## src/rtl/spi_master.sv

```systemverilog
// spi_master: clock-divided SPI master with start/busy/done handshake and one active-low select.
module spi_master #(
  parameter bit CPOL    = 1'b0,
  parameter bit CPHA    = 1'b0,
  parameter int WIDTH   = 8,
  parameter bit LSB     = 1'b0,
  parameter int CLK_DIV = 8
) (
  input  logic             i_clk,
  input  logic             i_rst,
  output logic             o_sck,
  output logic             o_mosi,
  output logic             o_ss_n,
  input  logic             i_miso,
  input  logic             i_start,
  input  logic             i_abort,
  input  logic [WIDTH-1:0] i_tx_data,
  output logic             o_busy,
  output logic             o_rx_int,
  output logic [WIDTH-1:0] o_rx_data
);
  localparam int DW = $clog2(CLK_DIV);
  localparam int EW = $clog2(2 * WIDTH);
  typedef enum logic [2:0] {IDLE, SETUP, XFER, HOLD, GAP} state_t;
  state_t state, state_n;
  logic [DW-1:0] div, div_n;
  logic [EW-1:0] edges, edges_n;
  logic [WIDTH-1:0] tx, tx_n, rx, rx_n, rx_data_n;
  logic sck_n, mosi_n, rx_int_n, miso_s1, miso_s2;
  logic tick, edge_ev, lead, sample, shift, last, active;

  function automatic logic head(input logic [WIDTH-1:0] w);
    return LSB ? w[0] : w[WIDTH-1];
  endfunction

  function automatic logic [WIDTH-1:0] adv(input logic [WIDTH-1:0] w);
    return LSB ? w >> 1 : w << 1;
  endfunction

  assign tick    = div == DW'(CLK_DIV - 1);
  assign active  = state inside {SETUP, XFER, HOLD};
  assign last    = state == XFER && edges == EW'(2 * WIDTH - 1);
  // The first SCK edge is the SETUP->XFER transition; edges then counts edges already made.
  assign edge_ev = tick && (state == XFER || (state == SETUP && edges[0]));
  assign lead    = state == SETUP || !edges[0];
  assign sample  = edge_ev && (lead ^ CPHA);
  assign shift   = edge_ev && !(lead ^ CPHA) && !last;
  assign o_busy  = state != IDLE;
  assign o_ss_n  = !active;

  always_comb begin
    state_n   = state;
    div_n     = (state == IDLE || tick) ? '0 : div + 1'b1;
    edges_n   = edges;
    sck_n     = edge_ev ? !o_sck : o_sck;
    mosi_n    = shift ? head(tx) : o_mosi;
    tx_n      = shift ? adv(tx) : tx;
    rx_n      = sample ? (LSB ? {miso_s2, rx[WIDTH-1:1]} : {rx[WIDTH-2:0], miso_s2}) : rx;
    rx_int_n  = 1'b0;
    rx_data_n = o_rx_data;
    case (state)
      IDLE: if (i_start) begin
        state_n = SETUP;
        tx_n    = CPHA ? i_tx_data : adv(i_tx_data);
        mosi_n  = CPHA ? 1'b0 : head(i_tx_data);
      end
      SETUP: if (tick) begin
        state_n = edges[0] ? XFER : SETUP;
        edges_n = EW'(1);
      end
      XFER: if (tick) begin
        state_n = last ? HOLD : XFER;
        edges_n = last ? '0 : edges + 1'b1;
      end
      HOLD: if (tick) begin
        state_n   = GAP;
        rx_int_n  = 1'b1;
        rx_data_n = rx;
        mosi_n    = 1'b0;
      end
      GAP: if (tick) state_n = IDLE;
      default: state_n = IDLE;
    endcase
    if (i_abort && active) begin
      state_n   = GAP;
      div_n     = '0;
      edges_n   = '0;
      sck_n     = CPOL;
      mosi_n    = 1'b0;
      rx_int_n  = 1'b0;
      rx_data_n = o_rx_data;
    end
  end

  always_ff @(posedge i_clk) begin
    if (i_rst) begin
      state     <= IDLE;
      div       <= '0;
      edges     <= '0;
      o_sck     <= CPOL;
      o_mosi    <= 1'b0;
      tx        <= '0;
      rx        <= '0;
      o_rx_int  <= 1'b0;
      o_rx_data <= '0;
      miso_s1   <= 1'b0;
      miso_s2   <= 1'b0;
    end else begin
      state     <= state_n;
      div       <= div_n;
      edges     <= edges_n;
      o_sck     <= sck_n;
      o_mosi    <= mosi_n;
      tx        <= tx_n;
      rx        <= rx_n;
      o_rx_int  <= rx_int_n;
      o_rx_data <= rx_data_n;
      miso_s1   <= i_miso;
      miso_s2   <= miso_s1;
    end
  end
endmodule
```

## config.mk

```make
export PLATFORM = sky130hd
export DESIGN_NAME = spi_master
export DESIGN_NICKNAME = d
export VERILOG_FILES = /design/src/rtl/spi_master.sv
export SDC_FILE = /design/constraint.sdc
export NUM_CORES = 1
export LEC_CHECK = 0
export ABC_AREA = 0
export CAP_MARGIN = 30
export CORE_UTILIZATION = 25
export CTS_BUF_LIST = sky130_fd_sc_hd__clkbuf_4 sky130_fd_sc_hd__clkbuf_8
export CTS_CLUSTER_SIZE = 28
export DETAILED_ROUTE_END_ITERATION = 8
export SYNTH_ARGS = -nofsm -noshare
export SYNTH_HDL_FRONTEND = slang
export SYNTH_SLANG_ARGS = --single-unit
```

## constraint.sdc

```tcl
create_clock -name i_clk -period 1.9 [get_ports i_clk]
set_input_delay 0.475 -clock i_clk [delete_from_list [all_inputs] [get_ports i_clk]]
set_output_delay 0.475 -clock i_clk [all_outputs]
set_load 0.05 [all_outputs]
```

==> flow_summary.toml <==
[outcome]
status = "finished, final reports clean"

[cells_and_area]
areaGrowthSynthToFinish_pct = 26.9
multiInputGateArea_um2 = 917
nFillCells = 747
layout_cells_sized_above_1_pct = 21.6
seq_area_um2 = 783
antenna_cells_inserted = 0
layout.nets = 242
stdcell_count = 323

[timing]
hold_ws_ns = 0.425
setup_total_negative_slack_ns = 0
worst_slew_pin_slew_ns = 0.431
timing.clock.skew_ns = 0.00416
grt_setup_unrepaired = "no"
final_min_period_over_clock_period_pct = 93.8
hold_violations = 0
fmax_mhz = 561
timing.slew.headroom_pct = 71.0
maxSlewViolCount = 0
setup_violations = 0
fin_crit_ns = 1.78

[critical_path]
path_max_fanout = 16
worst_ep_required_time_ns = 1.42
timing.critical_path.slowest_cell_delay_ns = 0.49
cells_on_worst_reg2reg_path = 7
crit_end = "o_ss_n"
cp-end-kind = "primary output"
timing.critical_path.cells = "or2_1 > nand2_1 > buf_12"
startpoint_of_the_worst_register_to_register_path = "div[0]"
setup.worst_path.start_class = "flop"
cp-startpoint = "state[1]"
critical_path_class = "flop to primary output"
reg2reg_to = "o_rx_data[1]"
r2r_setup_slack_ns = 0.12
crit_buf_inv = 1
critical_path_cell_count = 3
slowest_stage = "sky130_fd_sc_hd__dfxtp_2"
worst_path_dominant_cell_family = "flip-flops"
critical_path_arrival_ns = 1.31

[clock_network]
clock-root-buffer = "sky130_fd_sc_hd__clkbuf_8"
cts_max_path_buffers = 2
cts_resized = 2
numClockSinks = 39
tritoncts = "yes"
clkLatencyLatePin_ns = 0.29
postCtsSetupBuffers = 0
cts_made_buffers = 5
postCtsHoldBufs = 0
clkSlewWorstSetupHoldPaths_ns = 0.08
cts_htree_levels = 2

[routing]
drt_iter0_drc = 113
detailedRoute.firstPassIterationCount = 4
postRouteAntennaNets = 0
routed_wl_um = 3740
viasPerCell = 4.46
vias = 1441
post_route_drc = 0
detail_route.wl_per_cell_um = 11.6

[synth]
synth_seq_cells = 39
post_synth.cell_area_avg_um2 = 9.15
netlist_instances = 194
post_synth_instance_area_um2 = 1780
post_synth_main_area_contributors = "sky130_fd_sc_hd__dfxtp_1 44%, sky130_fd_sc_hd__nor2_1 9.9%, sky130_fd_sc_hd__mux2i_1 9.0%"
yosys.area.top_type = "sky130_fd_sc_hd__dfxtp_1"
yosysWarningCount = 0
post-synth-top-area-fraction_pct = 44.0
syn_nets = 210
synth_cell_type_count = 46
asyncSetResetFlopFracSynth_pct = 0
synth_seq_area_share_pct = 44.0
synth-main-ff-cell = "sky130_fd_sc_hd__dfxtp_1"
synth_edf_count = 0

[global_route]
grt_first_pass_wirelength_um = 6410
remaining_overflow_grt = 0
grt_antenna_before_repair = 0
grt_start_max_net_pins = 20
vias_in_the_first_global_route = 1353
grtUsageTotal_pct = 11.0

[floorplanning]
placeableCoreArea_um2 = 6830
floorplan.io_pins = 26
die-area_um2 = 7440
die_y_um = 86.3
floorplan.die.width_um = 86.3
start_util_pct = 26.0
cell_rows = 30

[power_and_ir_drop]
power_per_cell_area_nw_per_um2 = 725
ir_worst_vdd_mv = 0.272
power.leakage_nw = 0.982

[place]
dpl.cell_count = 315
globalplace.congestion = 0.817
hpwl_detailed_um = 2630
placement.io_buffers = 25

[flow_run]
timing.max_cap.violations = 0

[min_path]
worstHoldPathType = "flop to flop"
-- worst register-to-register path, stage by stage, from the launching register on --
cell                      delay [ns]
sky130_fd_sc_hd__dfxtp_1        0.34
sky130_fd_sc_hd__ha_1           0.15
sky130_fd_sc_hd__ha_1           0.18
sky130_fd_sc_hd__nand2_1        0.07
sky130_fd_sc_hd__or4b_1         0.48
sky130_fd_sc_hd__buf_4          0.21
sky130_fd_sc_hd__mux2i_2        0.19
sky130_fd_sc_hd__nor2_1         0.05
-- cell families (layout without fill, tap and decap cells) --
family / count (synthesis) / in the layout / share of synthesized area (%)
AND/OR/NAND/NOR: 81 / 81 / 22.6
AO/OA/AOI/OAI: 39 / 39 / 17.7
flip-flops: 39 / 39 / 44.0
multiplexers: 16 / 16 / 9.02
buffers and inverters: 16 / 49 / 4.58
adder cells (fa/ha/maj): 3 / 3 / 2.11
-- routing by layer --
layer	track usage [%]	part of all wire, %	wire length, um	vias to the layer above
met1	14.8	50	1860	669
met3	3.14	4.3	162	5
li1	-	-	-	741
met2	16.6	45	1690	26
met4	4.09	0.94	35	0
met5	0	0	0	-
-- cell type report --
| type | count | area share [%] |
|---|---|---|
| repair buffers | 36 | 14.4 |
| clock inverters | 2 | 0.555 |
| well taps | 96 | 5.33 |
| inverters | 5 | 0.833 |
| flip-flops and latches | 39 | 34.8 |
| clock buffers | 6 | 3.39 |
| multi-input cells | 139 | 40.7 |
-- Yosys cell counts, drive strengths merged, types with 3 or more instances --
cell type,n
nand2,9
mux2i,16
or2,3
clkbuf,3
ha,3
nor2b,3
inv,5
o21ai,9
dfxtp,39
a2111oi,7
nor2,48
a21oi,9
buf,8
nand2b,3
-- worst min-delay path by stage --
stage	start	to	cells after the start
floorplan	div[0]	div[0]	1
CTS	div[0]	div[0]	1
global placement	div[0]	div[0]	1
detailed placement	div[0]	div[0]	1
finish	div[0]	div[0]	1
global route	div[0]	div[0]	1
-- registers in the layout (all words and copies together), names as in the netlist --
register	count
miso_s2	1
o_rx_data	8
rx	8
miso_s1	1
o_rx_int	1
edges	4
state	3
o_mosi	1
div	3
o_sck	1
tx	8
-- metrics by stage --
step | power, mW | setup WS, ns | instance area [um2] | util, %
6_report | 1.63 | 0.117 | 2250 | 33.0
2_1_floorplan | 0.997 | 0.188 | 1780 | -
3_3_place_gp | 1.08 | -0.0278 | 2160 | 31.6
3_5_place_dp | 1.08 | -0.0487 | 2160 | 31.6
4_1_cts | 1.65 | 0.130 | 2250 | 32.9
5_1_grt | 1.71 | 0.0119 | 2250 | 33.0
-- power by group --
part | leakage [nW] | internal (mW) | switching (mW)
Clock | 0.0446 | 0.271 | 0.300
Sequential | 0.318 | 0.841 | 0.0203
Combinational | 0.620 | 0.0975 | 0.104
-- placed cells by master, fill, tap and decap left out, drive strengths merged, types with 2 or more instances in the layout --
master          n
a2111oi         7
a211oi          2
a21oi           9
a31oi           2
and2b           2
buf            24
clkbuf          6
clkdlybuf4s50  12
dfxtp          39
ha              3
inv             5
mux2i          16
nand2           9
nand2b          3
nand3           2
nor2           48
nor2b           3
nor3            2
o21ai           9
or2             3
Power figures use the tool's default switching activity.
